==> src/rtl/stepdown_loop_sequencer.sv <==
// Stepdown converter PWM sequencer: non-overlapping high/low-side gate enables
// with dead time, soft-start duty ramp and cycle-by-cycle current limit.
module stepdown_loop_sequencer #(
   parameter int PERIOD   = 20,
   parameter int DEADTIME = 2,
   parameter int SS_DIV   = 2
) (
   input  logic       CELCLK,
   input  logic       CELRST,
   input  logic       en,
   input  logic [7:0] duty_cmd,
   input  logic       ilim,
   output logic       hs_on,
   output logic       ls_on,
   output logic       ss_done,
   output logic       ilim_hit
);

   localparam logic [7:0] PMAX    = 8'(PERIOD - 1);
   localparam logic [7:0] DT_LAST = 8'(DEADTIME - 1);
   localparam logic [7:0] DMAX    = 8'(PERIOD - 2 * DEADTIME - 1);
   localparam logic [7:0] SS_LAST = 8'(SS_DIV - 1);

   typedef enum logic [2:0] {IDLE, DT_H, HS, DT_L, LS, SKIP} state_t;

   state_t     state_reg, state_next;
   logic [7:0] pcnt_reg, pcnt_next;
   logic [7:0] dcnt_reg, dcnt_next;
   logic [7:0] ss_lim_reg, ss_lim_next;
   logic [7:0] sscnt_reg, sscnt_next;
   logic [7:0] duty_lat_reg, duty_lat_next;
   logic [7:0] duty_eff;
   logic       ilim_meta_reg, ilim_s_reg;
   logic       period_end;
   logic       ss_done_next, hs_on_next, ls_on_next, ilim_hit_next;

   // Period counter, soft-start limit and per-period duty latch
   always_comb begin
      period_end  = ((state_reg == LS) || (state_reg == SKIP)) && (pcnt_reg == PMAX);
      pcnt_next   = ((state_reg == IDLE) || period_end) ? 8'd0 : pcnt_reg + 8'd1;
      ss_lim_next = ss_lim_reg;
      sscnt_next  = sscnt_reg;
      if (period_end) begin
         if (sscnt_reg == SS_LAST) begin
            sscnt_next = 8'd0;
            if ((ss_lim_reg < duty_cmd) && (ss_lim_reg != 8'hFF))
               ss_lim_next = ss_lim_reg + 8'd1;
         end else begin
            sscnt_next = sscnt_reg + 8'd1;
         end
      end
      if (state_reg == IDLE) begin
         ss_lim_next = 8'd0;
         sscnt_next  = 8'd0;
      end
      // The freshly updated limit applies to the period about to start
      duty_eff = duty_cmd;
      if (ss_lim_next < duty_eff) duty_eff = ss_lim_next;
      if (DMAX < duty_eff)        duty_eff = DMAX;
      duty_lat_next = (period_end || (state_reg == IDLE)) ? duty_eff : duty_lat_reg;
      ss_done_next  = ss_done | (ss_lim_next >= duty_cmd);
      if (!en) begin
         pcnt_next     = 8'd0;
         ss_lim_next   = 8'd0;
         sscnt_next    = 8'd0;
         duty_lat_next = 8'd0;
         ss_done_next  = 1'b0;
      end
   end

   always_comb begin
      state_next = state_reg;
      case (state_reg)
         IDLE:     state_next = (duty_eff != 8'd0) ? DT_H : SKIP;
         DT_H:     if (dcnt_reg == DT_LAST) state_next = HS;
         HS:       if (ilim_s_reg || (dcnt_reg == duty_lat_reg - 8'd1)) state_next = DT_L;
         DT_L:     if (dcnt_reg == DT_LAST) state_next = LS;
         LS, SKIP: if (period_end) state_next = (duty_eff != 8'd0) ? DT_H : SKIP;
         default:  state_next = IDLE;
      endcase
      if (!en) state_next = IDLE;
      dcnt_next = (state_next != state_reg) ? 8'd0 : dcnt_reg + 8'd1;
   end

   always_comb begin
      hs_on_next    = (state_next == HS);
      ls_on_next    = (state_next == LS);
      ilim_hit_next = en && (state_reg == HS) && ilim_s_reg;
   end

   always_ff @(posedge CELCLK or posedge CELRST) begin
      if (CELRST) begin
         state_reg     <= IDLE;
         pcnt_reg      <= 8'd0;
         dcnt_reg      <= 8'd0;
         ss_lim_reg    <= 8'd0;
         sscnt_reg     <= 8'd0;
         duty_lat_reg  <= 8'd0;
         ilim_meta_reg <= 1'b0;
         ilim_s_reg    <= 1'b0;
         hs_on         <= 1'b0;
         ls_on         <= 1'b0;
         ss_done       <= 1'b0;
         ilim_hit      <= 1'b0;
      end else begin
         state_reg     <= state_next;
         pcnt_reg      <= pcnt_next;
         dcnt_reg      <= dcnt_next;
         ss_lim_reg    <= ss_lim_next;
         sscnt_reg     <= sscnt_next;
         duty_lat_reg  <= duty_lat_next;
         ilim_meta_reg <= ilim;
         ilim_s_reg    <= ilim_meta_reg;
         hs_on         <= hs_on_next;
         ls_on         <= ls_on_next;
         ss_done       <= ss_done_next;
         ilim_hit      <= ilim_hit_next;
      end
   end

endmodule
==> config.mk <==
export PLATFORM = sky130hd
export DESIGN_NAME = stepdown_loop_sequencer
export DESIGN_NICKNAME = d
export VERILOG_FILES = /design/src/rtl/stepdown_loop_sequencer.sv
export SDC_FILE = /design/constraint.sdc
export NUM_CORES = 1
export LEC_CHECK = 0
export ABC_AREA = 1
export BUFFER_PORTS_ARGS = -buffer_cell sky130_fd_sc_hd__buf_4
export CORE_ASPECT_RATIO = 0.8
export CORE_UTILIZATION = 41
export DETAILED_ROUTE_END_ITERATION = 6
export SLEW_MARGIN = 20
export SYNTH_ARGS = -nofsm -noshare
export SYNTH_HDL_FRONTEND = slang
export SYNTH_SLANG_ARGS = --single-unit
==> constraint.sdc <==
create_clock -name CELCLK -period 3.7 [get_ports CELCLK]
set_input_delay 0.185 -clock CELCLK [delete_from_list [all_inputs] [get_ports CELCLK]]
set_output_delay 0.185 -clock CELCLK [all_outputs]
set_load 0.03 [all_outputs]
# == Yosys cells after proc, flatten, opt, wreduce, memory -nomap -nowiden ==
# Cells that the tools add are included.
# totals
regBits,49
in_bits,12
wordCells,71
# op_classes
n_lt_le_gt_ge,4
addsub,5
n_bitwise,1
n_mux,24
eq_ne,15
reduce_logical,10
# ops
op,n
2-to-1 mux 8 bit,16
adder 8 x 1 -> 8 bit (second input constant),4
2-to-1 mux 3 bit,6
== test 8 x 1 -> 1 bit (second input constant),2
< comparator 8 bit,2
one-hot mux 3 bit (5 select lines),1
== test 3 x 2 -> 1 bit (second input constant),3
== test 3 bit (second input constant),3
== test 8 x 5 -> 1 bit (second input constant),1
== test 8 bit,1
greater-or-equal comparator 8 bit,1
< comparator 4 x 8 -> 1 bit (first input constant),1
inequality test 8 bit (second input constant),1
nonzero test 8 bit,1
subtractor 8 x 1 -> 8 bit (second input constant),1
logical AND 1 bit,4
== test 3 x 1 -> 1 bit (second input constant),1
zero test 3 bit,1
logical OR 1 bit,3
inequality test 3 x 1 -> 1 bit (second input constant),1
inequality test 3 bit,1
inequality test 2 x 1 -> 1 bit (second input constant),1
OR reduction 2 bit,1
2-to-1 mux 1 bit,1
OR 1 bit,1

# == Longest topological paths before layout ==
# logic_depth
word_depth,17
depth_mapped,32
ltp_nobuf,32

# == Least setup slack after synthesis ==
# Ideal clock, no wire load.
# synth_path
path_kind,reg-to-reg
from,register ss_lim_reg[5]
to,register dcnt_reg[2]
path_buffers,0
path_stages_with_launch,28
t_arrival_ns,3.481
slack_ns,0.098
cell_sequence,dfrtp_1 -> ha_1 -> nand2_1 -> nand2_1 -> nand2_1 -> nand2_1 -> nor2_1 -> nand3_2 -> nor2_4 -> nand3_2 -> nor2_1 -> nor2_1 -> nor2_1 -> ha_1 -> nand2_1 -> nor2_1 -> a211oi_1 -> nand3_2 -> nand2_2 -> nand2_2 -> nor2_2 -> nand2_1 -> nand2_1 -> nand2_1 -> nand2_2 -> nand3_1 -> nand3_4 -> nor2_2
# synth_via
elab_chain_len,17
word_cells_on_any_way,19
# synth_rtl
element,line_no,source
"start, declared",29,"logic [7:0] ss_lim_reg, ss_lim_next;"
"start signal, assigned",109,ss_lim_reg <= ss_lim_next;
< comparator 8 bit / inequality test 8 bit (equally long branches),46,if ((ss_lim_reg < duty_cmd) && (ss_lim_reg != 8'hFF))
logical AND 1 bit,46,
2-to-1 mux 8 bit,46,
2-to-1 mux 8 bit,44,if (sscnt_reg == SS_LAST) begin
2-to-1 mux 8 bit (*),43,if (period_end) begin
2-to-1 mux 8 bit (*),52,if (state_reg == IDLE) begin
< comparator 8 bit,58,if (ss_lim_next < duty_eff) duty_eff = ss_lim_next;
2-to-1 mux 8 bit (*),58,
[2 not listed],-,
nonzero test 8 bit (*),"74, 78",
2-to-1 mux 3 bit (*),"74, 78",
2-to-1 mux 3 bit,78,"LS, SKIP: if (period_end) state_next = (duty_eff != 8'd0) ? DT_H : SKIP;"
one-hot mux 3 bit (5 select lines) (*),73,case (state_reg)
2-to-1 mux 3 bit (*),81,if (!en) state_next = IDLE;
inequality test 3 bit (*),82,dcnt_next = (state_next != state_reg) ? 8'd0 : dcnt_reg + 8'd1;
2-to-1 mux 8 bit (*),82,
net dcnt_next[2],28,"logic [7:0] dcnt_reg, dcnt_next;"
"end signal, assigned",108,dcnt_reg <= dcnt_next;
"end, declared",28,
# Mark *: on every way through the listed nets, which the timed path passes. The rest lies on a longest branch.
# A chain may end at the register's enable or synchronous reset.

# == Worst setup path in the final report ==
# layout_path
from,register ss_lim_reg[6]
to,register dcnt_reg[5]
# The elaborated chain is that of the path after synthesis.

==> impl_metrics.csv <==
group,metric,value,unit
outcome,status,"completed",
yosys,syn_nets,438,
critical_path,crit_fanout,8,
sta,finalSetupTns,0,ns
power_and_ir_drop,seqPwrFrac,44.7,%
yosys,ys_warn_count,0,
yosys,yosys.area.top_type,"dfrtp_1",
yosys,synth_seq_cells,49,
grt,grtUsageTotal,17.96,%
yosys,synth_edf_count,0,
drt,via_count,2743,
clock_network,htreeDepth,2,
sta,rsz0062_at_grt,"yes",
die,die_w,99.74,microns
place,gp_congestion,0.9545,
clock_network,cts_inserted_buffers,5,
drt,wl_per_cell,12.53,microns
sta,tightest_slew,0.8816,ns
die,rows,28,
sta,finalSetupViolCount,0,
die,io_pins,16,
drt,drc,0,
clock_network,clock-sinks,49,
clock_network,clock_latency,0.30,ns
job,maxCapViolations,0,
die,dieArea,0.007997,sq mm
sta,period_share,98.72,%
finish,antennaDiodeCount,0,
power_and_ir_drop,p_switching,0.4613,mW
critical_path,crit_start,"ss_lim_reg[6]$_DFF_PP0_",
sta,skew,0.009262,ns
critical_path,cp-end-kind,"flip-flop",
critical_path,cp_slowest_cell,"dfrtp_1",
grt,grt_remaining_overflow,0,
yosys,syn_inst,405,
yosys,seq_area_frac_synth,39.14,%
critical_path,crit-reg2reg-launch,"ss_lim_reg[6]$_DFF_PP0_",
drt,firstDrtPassIters,4,
die,start_util,42.38,%
drt,drt_wl_total,6.955,mm
grt,antenna_found_initial,0,
power_and_ir_drop,swShare,34.27,%
place,dp_hpwl,4.933,mm
grt,grt_first_pass_wirelength,11.24,mm
sta,fin_crit,3.653,ns
finish,fin_util,52.10,%
drt,drt_iter0_drc,157,
critical_path,rrSetupSlack,0.05,ns
sta,slew_headroom,41.08,%
die,core,0.007392,sq mm
critical_path,regToRegEndpoint,"dcnt_reg[5]$_DFF_PP0_",
critical_path,slowest_delay,0.42,ns
critical_path,critPathKind,"flip-flop to flip-flop",
critical_path,cp.arrival,3.89,ns
yosys,synth_ff_type,"dfrtp_1",
grt,grt_max_degree,50,
power_and_ir_drop,power.density,349.5,mW/mm^2
critical_path,critPathLaunchType,"flip-flop",
power_and_ir_drop,combPwrFrac,26.5,%
sta,maxSlewViolCount,0,
yosys,synth_area_per_cell,7.736,sq um
drt,final_antenna_net_count,0,
drt,viasPerCell,4.942,
yosys,yosysTopAreaCellShare,39.14,%
die,fp.dieH,80.19,microns
clock_network,cts_tree,"done",
finish,area.growth.synth_to_final,22.92,%
finish,nets,482,
yosys,ys_top_cells_by_area,"dfrtp_1 (39%), nand2_1 (8.5%), ha_1 (8.4%)",
critical_path,cp.required,3.93,ns
power_and_ir_drop,intPower,0.8847,mW
power_and_ir_drop,power.leakage,1.904,nW
finish,final_common_cell,"nand2_1",
grt,grt_pass1_vias,2382,
power_and_ir_drop,pwr-share-clk,28.7,%
finish,layout_common_cells,"nand2_1 (65), inv_1 (61), dfrtp_1 (48)",
power_and_ir_drop,ir_drop,0.2063,mV
critical_path,ff2ff_path_depth,28,
sta,hold_violations,0,
place,numPortBuffers,15,
yosys,ys_async_sr_fraction,100.0,%
critical_path,crit_end,"dcnt_reg[5]$_DFF_PP0_",
yosys,synth_area,0.003133,sq mm
clock_network,clockRootBuffer,"clkbuf_8",
hold_path,hold_class,"input pin to asynchronous set/reset pin",
power_and_ir_drop,power.total,1.346,mW
sta,fmax,0.2738,GHz
yosys,ys_types,33,
clock_network,clkTransAtPathRegs,0.09,ns
clock_network,clock_path_buffers,2,
finish,drive_above_1_share,23.56,%
logic make-up after synthesis:
family                   share of synthesized area (%)
XOR/XNOR                                         5.591
buffers and inverters                            8.906
flip-flops                                       39.14
AND/OR/NAND/NOR                                  29.51
AO/OA/AOI/OAI                                    8.467
adder cells (fa/ha/maj)                          8.387
power by group through the flow:
stage          sequential [mW]  combinational [mW]  clock (mW)
4_1_cts                  0.598               0.337       0.405
6_report                 0.602               0.357       0.387
2_1_floorplan            0.611               0.244           0
3_5_place_dp             0.609               0.334           0
5_1_grt                  0.608               0.404       0.426
3_3_place_gp             0.609               0.328           0
how the worst min path moves through the flow:
stage / depth (start not counted) / slack, ns / start / endpoint
4_1_cts: 2 / 0.16 / CELRST / ilim_meta_reg$_DFF_PP0_
2_1_floorplan: 0 / 0.22 / ilim / ilim_meta_reg$_DFF_PP0_
6_report: 2 / 0.003 / CELRST / ilim_meta_reg$_DFF_PP0_
3_3_place_gp: 1 / 0.30 / ilim / ilim_meta_reg$_DFF_PP0_
3_5_place_dp: 1 / 0.30 / ilim / ilim_meta_reg$_DFF_PP0_
5_1_grt: 2 / 0.08 / CELRST / ilim_meta_reg$_DFF_PP0_
per-stage QoR:
step | setup slack (ns) | area [sq um] | instances | hold WS [ns]
after floorplan | 0.09841 | 3133 | 405 | 0.2164
after global placement | 0.03711 | 3455 | 534 | 0.2966
after detailed placement | -0.03287 | 3455 | 534 | 0.2964
after CTS | 0.01266 | 3597 | 544 | 0.1620
after global routing | -0.2148 | 3851 | 555 | 0.08326
final | 0.04745 | 3851 | 555 | 0.002721
critical path: cells and delay by family, from the launching register on:
| kind | cells | cell delay [ns] |
|---|---|---|
| buffers and inverters | 2 | 0.23 |
| adders and majority gates | 2 | 0.64 |
| AOI/OAI and AO/OA | 2 | 0.30 |
| DFF | 1 | 0.42 |
| and+or+nand+nor | 22 | 1.98 |
cell type report:
cell class | instances | area [sq um]
fill | 696 | 3541
multi-input combinational | 282 | 1807
sequential | 49 | 1227
timing repair buffer | 40 | 302.8
inverter | 71 | 267.8
tap | 105 | 131.4
clock buffer | 5 | 68.82
clock inverter | 3 | 46.29
synthesized netlist by cell type, types with 3 or more instances:
master / instances
nand2_1: 71
inv_1: 63
dfrtp_1: 49
nor2_1: 47
nand3_1: 25
ha_1: 21
a21oi_1: 19
xor2_1: 14
o21ai_0: 13
nand4_1: 12
nor2_2: 10
nor3_1: 10
nand2_2: 7
inv_2: 6
xnor2_1: 6
o21bai_1: 5
nand3_2: 4
nor2_4: 3
per-layer routing:
metal / vias up / part of all wire (%) / global-route usage [%]
li1: 1389 / - / -
met1: 1278 / 52 / 27.13
met2: 67 / 42 / 25.52
met3: 9 / 4.9 / 3.655
met4: 0 / 1.0 / 5.147
met5: - / 0 / 0
timing repair:
item                                    in CTS  in global routing
endpoints found under the setup margin       8                 10
buffers inserted                             1                 11
hold endpoints to repair                     1                  0
gates cloned                                 0                  0
hold buffers                                 1                  0
gates resized for setup                      3                 34
pin swaps                                    1                 18
Power figures use the tool's default switching activity.
